===== src/rtl/expand_a_sink_if.sv =====
// rtl/expand_a_sink_if.sv - expand_a_sink control, sampler and RAM-write signal bundle
interface expand_a_sink_if;
    logic        i_start;
    logic [3:0]  i_k;
    logic [3:0]  i_l;
    logic        o_samp_start;
    logic [7:0]  o_samp_row;
    logic [7:0]  o_samp_column;
    logic        i_coeff_valid;
    logic [22:0] i_coeff_data;
    logic        i_samp_done;
    logic        o_wr_en;
    logic [13:0] o_wr_addr;
    logic [22:0] o_wr_data;
    logic        o_busy;
    logic        o_done;
    logic        o_err;

    modport master (
        output i_start, i_k, i_l, i_coeff_valid, i_coeff_data, i_samp_done,
        input  o_samp_start, o_samp_row, o_samp_column, o_wr_en, o_wr_addr,
               o_wr_data, o_busy, o_done, o_err
    );

    modport slave (
        input  i_start, i_k, i_l, i_coeff_valid, i_coeff_data, i_samp_done,
        output o_samp_start, o_samp_row, o_samp_column, o_wr_en, o_wr_addr,
               o_wr_data, o_busy, o_done, o_err
    );
endinterface


===== src/rtl/expand_a_sink.sv =====
// rtl/expand_a_sink.sv - sequences a K x L matrix expansion through a rejection sampler into RAM
module expand_a_sink (
    input  logic           clk,
    input  logic           rst_n,
    expand_a_sink_if.slave bus
);
    localparam logic [22:0] Q = 23'd8380417;

    typedef enum logic [2:0] {
        IDLE, LAUNCH, COLLECT, WAIT_DONE, NEXT, DONE
    } state_t;

    state_t      state, state_nxt;
    logic [3:0]  k_lat, l_lat;
    logic [2:0]  row, col;
    logic [7:0]  idx;
    logic        err;
    logic        wr_en;
    logic [13:0] wr_addr;
    logic [22:0] wr_data;

    logic range_bad, coeff_ok, col_last, row_last;

    assign range_bad = (bus.i_k == 4'd0) || (bus.i_k > 4'd8) ||
                       (bus.i_l == 4'd0) || (bus.i_l > 4'd8);
    assign coeff_ok  = bus.i_coeff_valid && (bus.i_coeff_data < Q);
    assign col_last  = ({1'b0, col} == (l_lat - 4'd1));
    assign row_last  = ({1'b0, row} == (k_lat - 4'd1));

    always_ff @(posedge clk or negedge rst_n) begin
        if (!rst_n) state <= IDLE;
        else        state <= state_nxt;
    end

    always_comb begin
        state_nxt = state;
        case (state)
            IDLE:      if (bus.i_start) state_nxt = range_bad ? DONE : LAUNCH;
            LAUNCH:    state_nxt = COLLECT;
            // A stale done from the previous polynomial is deliberately not looked at here.
            COLLECT:   if (coeff_ok && (idx == 8'hFF)) state_nxt = WAIT_DONE;
            WAIT_DONE: if (bus.i_samp_done) state_nxt = NEXT;
            NEXT:      state_nxt = (col_last && row_last) ? DONE : LAUNCH;
            DONE:      state_nxt = IDLE;
            default:   state_nxt = IDLE;
        endcase
    end

    always_ff @(posedge clk or negedge rst_n) begin
        if (!rst_n) begin
            k_lat   <= 4'd0;
            l_lat   <= 4'd0;
            row     <= 3'd0;
            col     <= 3'd0;
            idx     <= 8'd0;
            err     <= 1'b0;
            wr_en   <= 1'b0;
            wr_addr <= 14'd0;
            wr_data <= 23'd0;
        end else begin
            wr_en <= 1'b0;
            case (state)
                IDLE: begin
                    if (bus.i_start) begin
                        k_lat <= bus.i_k;
                        l_lat <= bus.i_l;
                        row   <= 3'd0;
                        col   <= 3'd0;
                        idx   <= 8'd0;
                        err   <= range_bad;
                    end else if (bus.i_coeff_valid) begin
                        err <= 1'b1;
                    end
                end
                COLLECT: begin
                    if (coeff_ok) begin
                        wr_en   <= 1'b1;
                        wr_data <= bus.i_coeff_data;
                        wr_addr <= {row, col, idx};
                        idx     <= idx + 8'd1;
                    end else if (bus.i_coeff_valid) begin
                        err <= 1'b1;
                    end
                end
                NEXT: begin
                    if (bus.i_coeff_valid) err <= 1'b1;
                    if (!col_last) begin
                        col <= col + 3'd1;
                    end else if (!row_last) begin
                        col <= 3'd0;
                        row <= row + 3'd1;
                    end
                end
                LAUNCH, WAIT_DONE, DONE: begin
                    if (bus.i_coeff_valid) err <= 1'b1;
                end
                default: ;
            endcase
        end
    end

    assign bus.o_samp_start  = (state == LAUNCH);
    assign bus.o_samp_row    = {5'd0, row};
    assign bus.o_samp_column = {5'd0, col};
    assign bus.o_wr_en       = wr_en;
    assign bus.o_wr_addr     = wr_addr;
    assign bus.o_wr_data     = wr_data;
    assign bus.o_busy        = (state == LAUNCH) || (state == COLLECT) ||
                               (state == WAIT_DONE) || (state == NEXT);
    assign bus.o_done        = (state == DONE);
    assign bus.o_err         = err;
endmodule


===== src/flat_wrapper.sv =====
// flat-port wrapper written by rule: the top's interface ports become plain ports
module expand_a_sink_flat 
  (clk, rst_n, bus_i_start, bus_i_k, bus_i_l, bus_i_coeff_valid, bus_i_coeff_data, bus_i_samp_done, bus_o_samp_start, bus_o_samp_row, bus_o_samp_column, bus_o_wr_en, bus_o_wr_addr, bus_o_wr_data, bus_o_busy, bus_o_done, bus_o_err);
  expand_a_sink_if bus_i ();
  input  logic clk;
  input  logic rst_n;
  input wire logic [$bits(bus_i.i_start)-1:0] bus_i_start;
  input wire logic [$bits(bus_i.i_k)-1:0] bus_i_k;
  input wire logic [$bits(bus_i.i_l)-1:0] bus_i_l;
  input wire logic [$bits(bus_i.i_coeff_valid)-1:0] bus_i_coeff_valid;
  input wire logic [$bits(bus_i.i_coeff_data)-1:0] bus_i_coeff_data;
  input wire logic [$bits(bus_i.i_samp_done)-1:0] bus_i_samp_done;
  output wire logic [$bits(bus_i.o_samp_start)-1:0] bus_o_samp_start;
  output wire logic [$bits(bus_i.o_samp_row)-1:0] bus_o_samp_row;
  output wire logic [$bits(bus_i.o_samp_column)-1:0] bus_o_samp_column;
  output wire logic [$bits(bus_i.o_wr_en)-1:0] bus_o_wr_en;
  output wire logic [$bits(bus_i.o_wr_addr)-1:0] bus_o_wr_addr;
  output wire logic [$bits(bus_i.o_wr_data)-1:0] bus_o_wr_data;
  output wire logic [$bits(bus_i.o_busy)-1:0] bus_o_busy;
  output wire logic [$bits(bus_i.o_done)-1:0] bus_o_done;
  output wire logic [$bits(bus_i.o_err)-1:0] bus_o_err;
  assign bus_i.i_start = bus_i_start;
  assign bus_i.i_k = bus_i_k;
  assign bus_i.i_l = bus_i_l;
  assign bus_i.i_coeff_valid = bus_i_coeff_valid;
  assign bus_i.i_coeff_data = bus_i_coeff_data;
  assign bus_i.i_samp_done = bus_i_samp_done;
  assign bus_o_samp_start = bus_i.o_samp_start;
  assign bus_o_samp_row = bus_i.o_samp_row;
  assign bus_o_samp_column = bus_i.o_samp_column;
  assign bus_o_wr_en = bus_i.o_wr_en;
  assign bus_o_wr_addr = bus_i.o_wr_addr;
  assign bus_o_wr_data = bus_i.o_wr_data;
  assign bus_o_busy = bus_i.o_busy;
  assign bus_o_done = bus_i.o_done;
  assign bus_o_err = bus_i.o_err;
  expand_a_sink u_core (.clk(clk), .rst_n(rst_n), .bus(bus_i));
endmodule

===== config.mk =====
export PLATFORM = sky130hd
export DESIGN_NAME = expand_a_sink_flat
export DESIGN_NICKNAME = d
export VERILOG_FILES = /design/src/rtl/expand_a_sink_if.sv /design/src/rtl/expand_a_sink.sv /design/src/flat_wrapper.sv
export SDC_FILE = /design/constraint.sdc
export NUM_CORES = 1
export LEC_CHECK = 0
export ABC_AREA = 1
export BUFFER_PORTS_ARGS = -buffer_cell sky130_fd_sc_hd__buf_2
export CAP_MARGIN = 20
export CORE_ASPECT_RATIO = 1.1
export CORE_UTILIZATION = 58
export CTS_BUF_LIST = sky130_fd_sc_hd__clkbuf_4
export DETAILED_ROUTE_END_ITERATION = 7
export PLACE_DENSITY = 0.95
export SYNTH_ARGS = -nofsm -noshare
export SYNTH_HDL_FRONTEND = slang
export SYNTH_SLANG_ARGS = --single-unit

===== constraint.sdc =====
create_clock -name clk -period 4.85 [get_ports clk]
set_input_delay 0.485 -clock clk [delete_from_list [all_inputs] [get_ports clk]]
set_output_delay 0.485 -clock clk [all_outputs]
set_load 0.005 [all_outputs]

Word level (Yosys, flattened, before mapping)
Index checks and enable logic that the tools add are counted.
Widths: inputs -> output; s select.
{ "totals": {"reg_bits": 64, "latch_bits": 0, "ram_bits": 0, "rom_bits": 0, "in_bits": 36, "out_inout_bits": 58, "elab_cells": 79, "mem_count": 0} }
{ "op_classes": {"addsub": 5, "mul": 0, "div_mod_pow": 0, "order_cmp": 3, "eq_ne": 16, "shift": 0, "muxes": 22, "bitwise_logic": 0, "reduce_logical": 23} }
{ "op_table": {"columns": ["op", "count"], "rows": [
  ["$mux 3", 10],
  ["$lt 23x23->1 const B", 1],
  ["$mux 8", 2],
  ["$pmux 8 s2", 1],
  ["$pmux 3 s5", 1],
  ["$pmux 3 s2", 2],
  ["$reduce_and 3->1", 3],
  ["$add 8x1->8 const B", 1],
  ["$eq 3x4->1", 2],
  ["$eq 8x8->1 const B", 1],
  ["$gt 4x4->1 const B", 2],
  ["$logic_not 4->1", 2],
  ["$ne 2x2->1 const B", 4],
  ["$sub 4x1->4 const B", 2],
  ["$add 3x1->3 const B", 2],
  ["$eq 3x2->1 const B", 2],
  ["$eq 3x3->1 const B", 2],
  ["$logic_or 1x1->1", 6],
  ["$ne 2x1->1 const B", 3],
  ["$reduce_and 2->1", 3],
  ["$mux 1", 5],
  ["$reduce_and 4->1", 1],
  ["$reduce_bool 2->1", 2],
  ["$reduce_or 4->1", 1],
  ["other kinds (6)", 8]
]} }

Longest topological paths before layout
{ "depth": {"word_depth": 7, "ltp_mapped": 12, "depth_no_buf": 12} }

Worst setup path before layout
Ideal clock, no wire load.
{ "synth_timing": {"kind": "register to register", "startpoint": "register u_core.l_lat[0]", "endpoint": "register u_core.row[0]", "setup_ps": 117, "arrival_time_ps": 1431, "required_time_ps": 4733, "setup_slack_ps": 3302, "path_stages_with_launch": 12, "n_path_buf": 0, "synth_period_minus_slack_ps": 1548, "cell_sequence": "dfrtp_1 > inv_1 > ha_1 > nand2_1 > inv_1 > nor2_1 > and2_1 > nand3_1 > nand2_1 > nand3_1 > nand2_1 > nand2_1"} }
{ "synth_via": {"elab_chain_cells": 4} }
{ "synth_rtl": {"columns": ["element", "line", "source"], "rows": [
  ["start, declared", "expand_a_sink.sv:14", "logic [3:0] k_lat, l_lat;"],
  ["start signal, assigned", "expand_a_sink.sv:66", "l_lat <= bus.i_l;"],
  ["$sub 4x1->4", "expand_a_sink.sv:27", "assign col_last = ({1'b0, col} == (l_lat - 4'd1));"],
  ["$eq 3x4->1", "expand_a_sink.sv:27", null],
  ["$ne 2x1->1 (no source line)", null, null],
  ["$reduce_and 4->1 (no source line)", null, null],
  ["end signal, assigned", "expand_a_sink.sv:91", "row <= row + 3'd1;"],
  ["end, declared", "expand_a_sink.sv:15", "logic [2:0] row, col;"]
]} }
Every way passes these cells.
A chain may end at the register's enable or synchronous reset.

Worst setup path in the final report
{ "layout_timing": {"startpoint": "register u_core.state[0]", "endpoint": "register u_core.idx[7]"} }
{ "layout_via": {"elab_chain_cells": 3, "elab_cells_between_ends": 7, "classes_between": "eq/ne: 3; mux: 1; reduce/logical: 3"} }
{ "layout_rtl": {"columns": ["element", "line", "source"], "rows": [
  ["start, declared", "expand_a_sink.sv:13", "state_t state, state_nxt;"],
  ["start signal, assigned", "expand_a_sink.sv:32", "else state <= state_nxt;"],
  ["$eq 3x2->1 or $logic_not 3->1 (tied branches)", "expand_a_sink.sv:62", "case (state)"],
  ["$ne 2x1->1 (no source line) (tied with other cells)", null, null],
  ["$reduce_and 3->1 (no source line)", null, null],
  ["end signal, assigned", "expand_a_sink.sv:80", "idx <= idx + 8'd1;"],
  ["end, declared", "expand_a_sink.sv:16", "logic [7:0] idx;"]
]} }
Several ways; a longest one is shown, not always the timed one.

==> impl.org <==
** Clock network
- The clock net in this run drives a total of 64 sinks.
- Worst skew pair latency :: 0.41 ns
- TritonCTS created 9 clock buffers.
- Deepest clock path buffer count :: 2
- After clock tree synthesis, the repair step resized 0 gates.
- Clock tree synthesis selected as its root buffer the cell sky130_fd_sc_hd__clkbuf_4.
- CTS tree :: yes
- Depth of the CTS H-tree :: 3
- The number of hold buffers added after CTS was 0.
- Clock transition at the registers of the reported paths :: 0.10 ns
- Number of post-CTS setup repair buffers :: 0

** Timing
- Clock period minus worst slack :: 2.103 ns
- Number of setup violations in the final report :: 0
- The clock arrives with 0.01797 ns of skew.
- Actual slew at the worst max-slew pin :: 0.7687 ns
- The number of endpoints with negative hold slack in the final report was 0.
- The worst pin sits at a relative slew slack of 0.4876.
- In the finished design, the share of the clock period the worst path needs comes to 0.4336.
- Static timing analysis puts the maximum clock frequency at 0.4755 GHz.
- Unrepaired setup endpoints after global routing :: false
- After routing, the total negative slack on setup checks comes to 0 ns.
- The number of max-slew violations in the final report is 0.

** Logic synthesis
- In this run the cell area of the synthesized design comes to 3283 um^2.
- Netlist cell types :: 24
- Post-Synthesis Mean Instance Area :: 7.462 um^2
- The Yosys step of the flow raised 0 warnings.
- Cell type with the highest aggregate area in the netlist :: sky130_fd_sc_hd__dfrtp_1
- Of the post-synthesis cell area, the dominant cell type holds 0.4878.
- Top cells by area in the synthesized netlist :: sky130_fd_sc_hd__dfrtp_1 (49%), sky130_fd_sc_hd__nand2_1 (22%), sky130_fd_sc_hd__inv_1 (4.8%)
- For this run, the register share of the synthesized area comes to 0.4878.
- Synthesis inferred 64 register bits.
- After technology mapping, the gate count stands at 440.

** Global route
- Entering global routing, the biggest net connects 65 pins.
- Wire length of the first global-routing pass :: 11460 um
- Grt total ovfl :: 0
- Antenna violations before repair :: 0
- Global-route usage over all layers :: 0.2527
- Via count of the first global-routing pass :: 2793

** Layout
- The number of antenna diodes in the final layout is 0.
- Area grow syn2layout :: 16.96%
- Summing all multi-input logic gate instances after layout gives 1398 um^2.
- Flip-flop and latch area :: 1602 um^2
- In the final layout, the share of cells above drive strength 1 is 0.2079.
- Net count reported at finish :: 566
- Commonest cells after routing, fill and taps aside :: sky130_fd_sc_hd__nand2_1 (194), sky130_fd_sc_hd__buf_2 (83), sky130_fd_sc_hd__dfrtp_1 (64)
- After filler insertion, the fill cell instance count of the layout stands at 408.
- Util after Layout :: 0.7071
- The library cell used most frequently in the layout, excluding fill and tap cells, is sky130_fd_sc_hd__nand2_1.

** Floorplanning
- Overall die height :: 80.91 um
- For this configuration, the core starts out at a cell density of 0.6046.
- In this run the horizontal extent of the chip is 73.74 um.
- Area of the die :: 5966 um^2
- The core region is 5430 um^2.
- Row count :: 28
- Pin placement for this block handled 94 I/O pins.

** Power
- Across the VDD grid, the largest voltage drop is 305.8 uV.
- Relative contribution of the clock network to total power :: 0.189
- In this run the static leakage power is 2.282 nW.
- Of the total power, the share spent switching nets is 0.3971.
- Internal power comes to 0.001244 W.
- Dividing total power by cell area gives a power density of 537.5 nW/um^2.
- The share of total power dissipated in combinational logic is 0.401.
- Power dissipated by switching net loads :: 0.0008198 W
- Seq pwr share :: 0.410

** Critical path
- Critical Path, Cell by Cell :: nor2_2, nand2_2, inv_2, nand3_4, nand2_1, inv_1, nand2_1, nand2_1
- Cell at the slowest stage of the critical path :: sky130_fd_sc_hd__dfrtp_1
- Launching point of the worst reg2reg path :: u_core.state[0]$_DFFE_PN0P_
- The worst register-to-register path has a depth of 8.
- Data arrival time of the critical path :: 2.39 ns
- The cell that appears most often on the critical path is sky130_fd_sc_hd__nand2_1.
- Count of buffer and inverter cells on the critical path :: 2
- The worst setup path is captured at a register.
- Maximum fanout along the worst path :: 46
- Startpoint of the most critical setup path :: u_core.state[0]$_DFFE_PN0P_
- Required time at the worst-slack endpoint :: 5.14 ns
- Worst r2r dst :: u_core.idx[7]$_DFFE_PN0P_
- STA classifies the critical path startpoint as a register.
- In this run the register-to-register setup slack is 2.75 ns.
- Setup crit end :: u_core.idx[7]$_DFFE_PN0P_
- Delay of the slowest critical-path stage :: 0.44 ns
- CP top delay family :: simple AND/OR/NAND/NOR gates
- WS Path Type :: register to register
- Critical Path Stages :: 8

** Routing
- Via Count :: 3055
- In the routed layout, each cell is associated on average with a via count of 5.058.
- Routed wire length :: 7006 um
- WL/cell :: 11.60 um
- Detailed-route DRC error count :: 0
- The first detailed-routing pass ran for 4 iterations.
- For this block, the initial DRC count from the detailed router was 158.
- The count of nets left with antenna violations once routing finished came out at 0.

** Hold path
- Min-delay worst type :: input pin to asynchronous set/reset pin

** Run
- Reported max-cap violation count :: 0

** Placed design
- At the end of routability-driven placement, the weighted congestion stood at 0.8965.
- Buffers on Ports :: 83
- Half-perimeter wire length after detailed placement :: 5248 um

** Run status
- Outcome :: finished clean
area by class of cell:
type | count | share of cell area
timing repair buffer | 84 | 0.1101
sequential | 64 | 0.4171
clock buffer | 10 | 0.01955
clock inverter | 5 | 0.01890
tap | 75 | 0.02444
inverter | 47 | 0.04594
multi-input combinational | 319 | 0.3640
power groups by stage:
stage | clock network [W] | logic [W] | registers (W)
floorplan | 0 | 0.000560 | 0.000846
global placement | 0 | 0.000780 | 0.000845
detailed placement | 0 | 0.000824 | 0.000854
CTS | 0.000397 | 0.000831 | 0.000844
global route | 0.000419 | 0.000956 | 0.000867
finish | 0.000391 | 0.000827 | 0.000846
worst min path at each step:
stage                                    startpoint                              endpoint  slack [ns]  cells after the start
3_5_place_dp   u_core.bus.o_wr_addr[12]$_DFFE_PN0P_  u_core.bus.o_wr_addr[12]$_DFFE_PN0P_        0.46                      2
4_1_cts                                       rst_n  u_core.bus.o_wr_data[16]$_DFFE_PN0P_        0.24                      2
2_1_floorplan                                 rst_n          u_core.bus.o_err$_DFFE_PN0P_        0.19                      0
5_1_grt                                       rst_n  u_core.bus.o_wr_data[16]$_DFFE_PN0P_        0.26                      2
3_3_place_gp   u_core.bus.o_wr_data[10]$_DFFE_PN0P_  u_core.bus.o_wr_data[10]$_DFFE_PN0P_        0.46                      2
6_report                                      rst_n  u_core.bus.o_wr_data[16]$_DFFE_PN0P_        0.22                      2
logic make-up (layout without fill, tap and decap cells):
group,Yosys count,after routing,share of synthesized area
other,1,10,0.001142
DFF,64,64,0.4878
buffers and inverters,66,146,0.09680
AOI/OAI and AO/OA,22,22,0.03430
xor gates and xnor gates,6,6,0.01601
and+or+nand+nor,276,276,0.3449
adders and majority gates,5,5,0.01905
per-stage QoR:
step	hold WS, ns	power (W)	cells	worst slack (ns)	area, um^2
global placement	0.4558	0.001625	589	2.567	3692
CTS	0.2440	0.002072	604	2.737	3840
detailed placement	0.4598	0.001678	589	2.471	3692
global route	0.2603	0.002242	604	2.497	3840
floorplan	0.1894	0.001406	449	3.302	3317
finish	0.2223	0.002064	604	2.747	3840
state kept, by name, summed over array words and instances (netlist names):
name	cells
u_core.bus.o_wr_data	23
u_core.bus.o_wr_addr	14
u_core.idx	8
u_core.k_lat	4
u_core.l_lat	4
u_core.col	3
u_core.row	3
u_core.state	3
u_core.bus.o_err	1
u_core.bus.o_wr_en	1
worst reg2reg max path: cells and delay by family (launching register included):
family                 cells  cell delay (ns)
buffers and inverters      2             0.28
DFF                        1             0.44
and+or+nand+nor            6             1.27
synthesized netlist by cell type:
cell                         n
sky130_fd_sc_hd__nand2_1   194
sky130_fd_sc_hd__dfrtp_1    64
sky130_fd_sc_hd__inv_1      42
sky130_fd_sc_hd__nor2_1     33
sky130_fd_sc_hd__nand3_1    25
sky130_fd_sc_hd__o21ai_1    13
sky130_fd_sc_hd__buf_4      11
sky130_fd_sc_hd__nand4_1     8
sky130_fd_sc_hd__o21ai_0     8
sky130_fd_sc_hd__buf_2       5
sky130_fd_sc_hd__ha_1        5
sky130_fd_sc_hd__inv_2       5
sky130_fd_sc_hd__nor3_1      5
sky130_fd_sc_hd__xor2_1      4
sky130_fd_sc_hd__buf_6       3
sky130_fd_sc_hd__nand2_2     3
sky130_fd_sc_hd__nor2_2      3
sky130_fd_sc_hd__or2_1       2
sky130_fd_sc_hd__xnor2_1     2
sky130_fd_sc_hd__and2_1      1
sky130_fd_sc_hd__conb_1      1
sky130_fd_sc_hd__nand3_4     1
sky130_fd_sc_hd__o211ai_1    1
sky130_fd_sc_hd__or2_2       1
routing by layer:
| layer | part of all wire | GRT usage | vias up |
|---|---|---|---|
| li1 | - | - | 1509 |
| met1 | 0.43 | 0.2875 | 1417 |
| met2 | 0.48 | 0.4349 | 118 |
| met3 | 0.075 | 0.08809 | 11 |
| met4 | 0.013 | 0.09615 | 0 |
| met5 | 0 | 0 | - |
No activity file was read; power rests on OpenSTA's default activity.
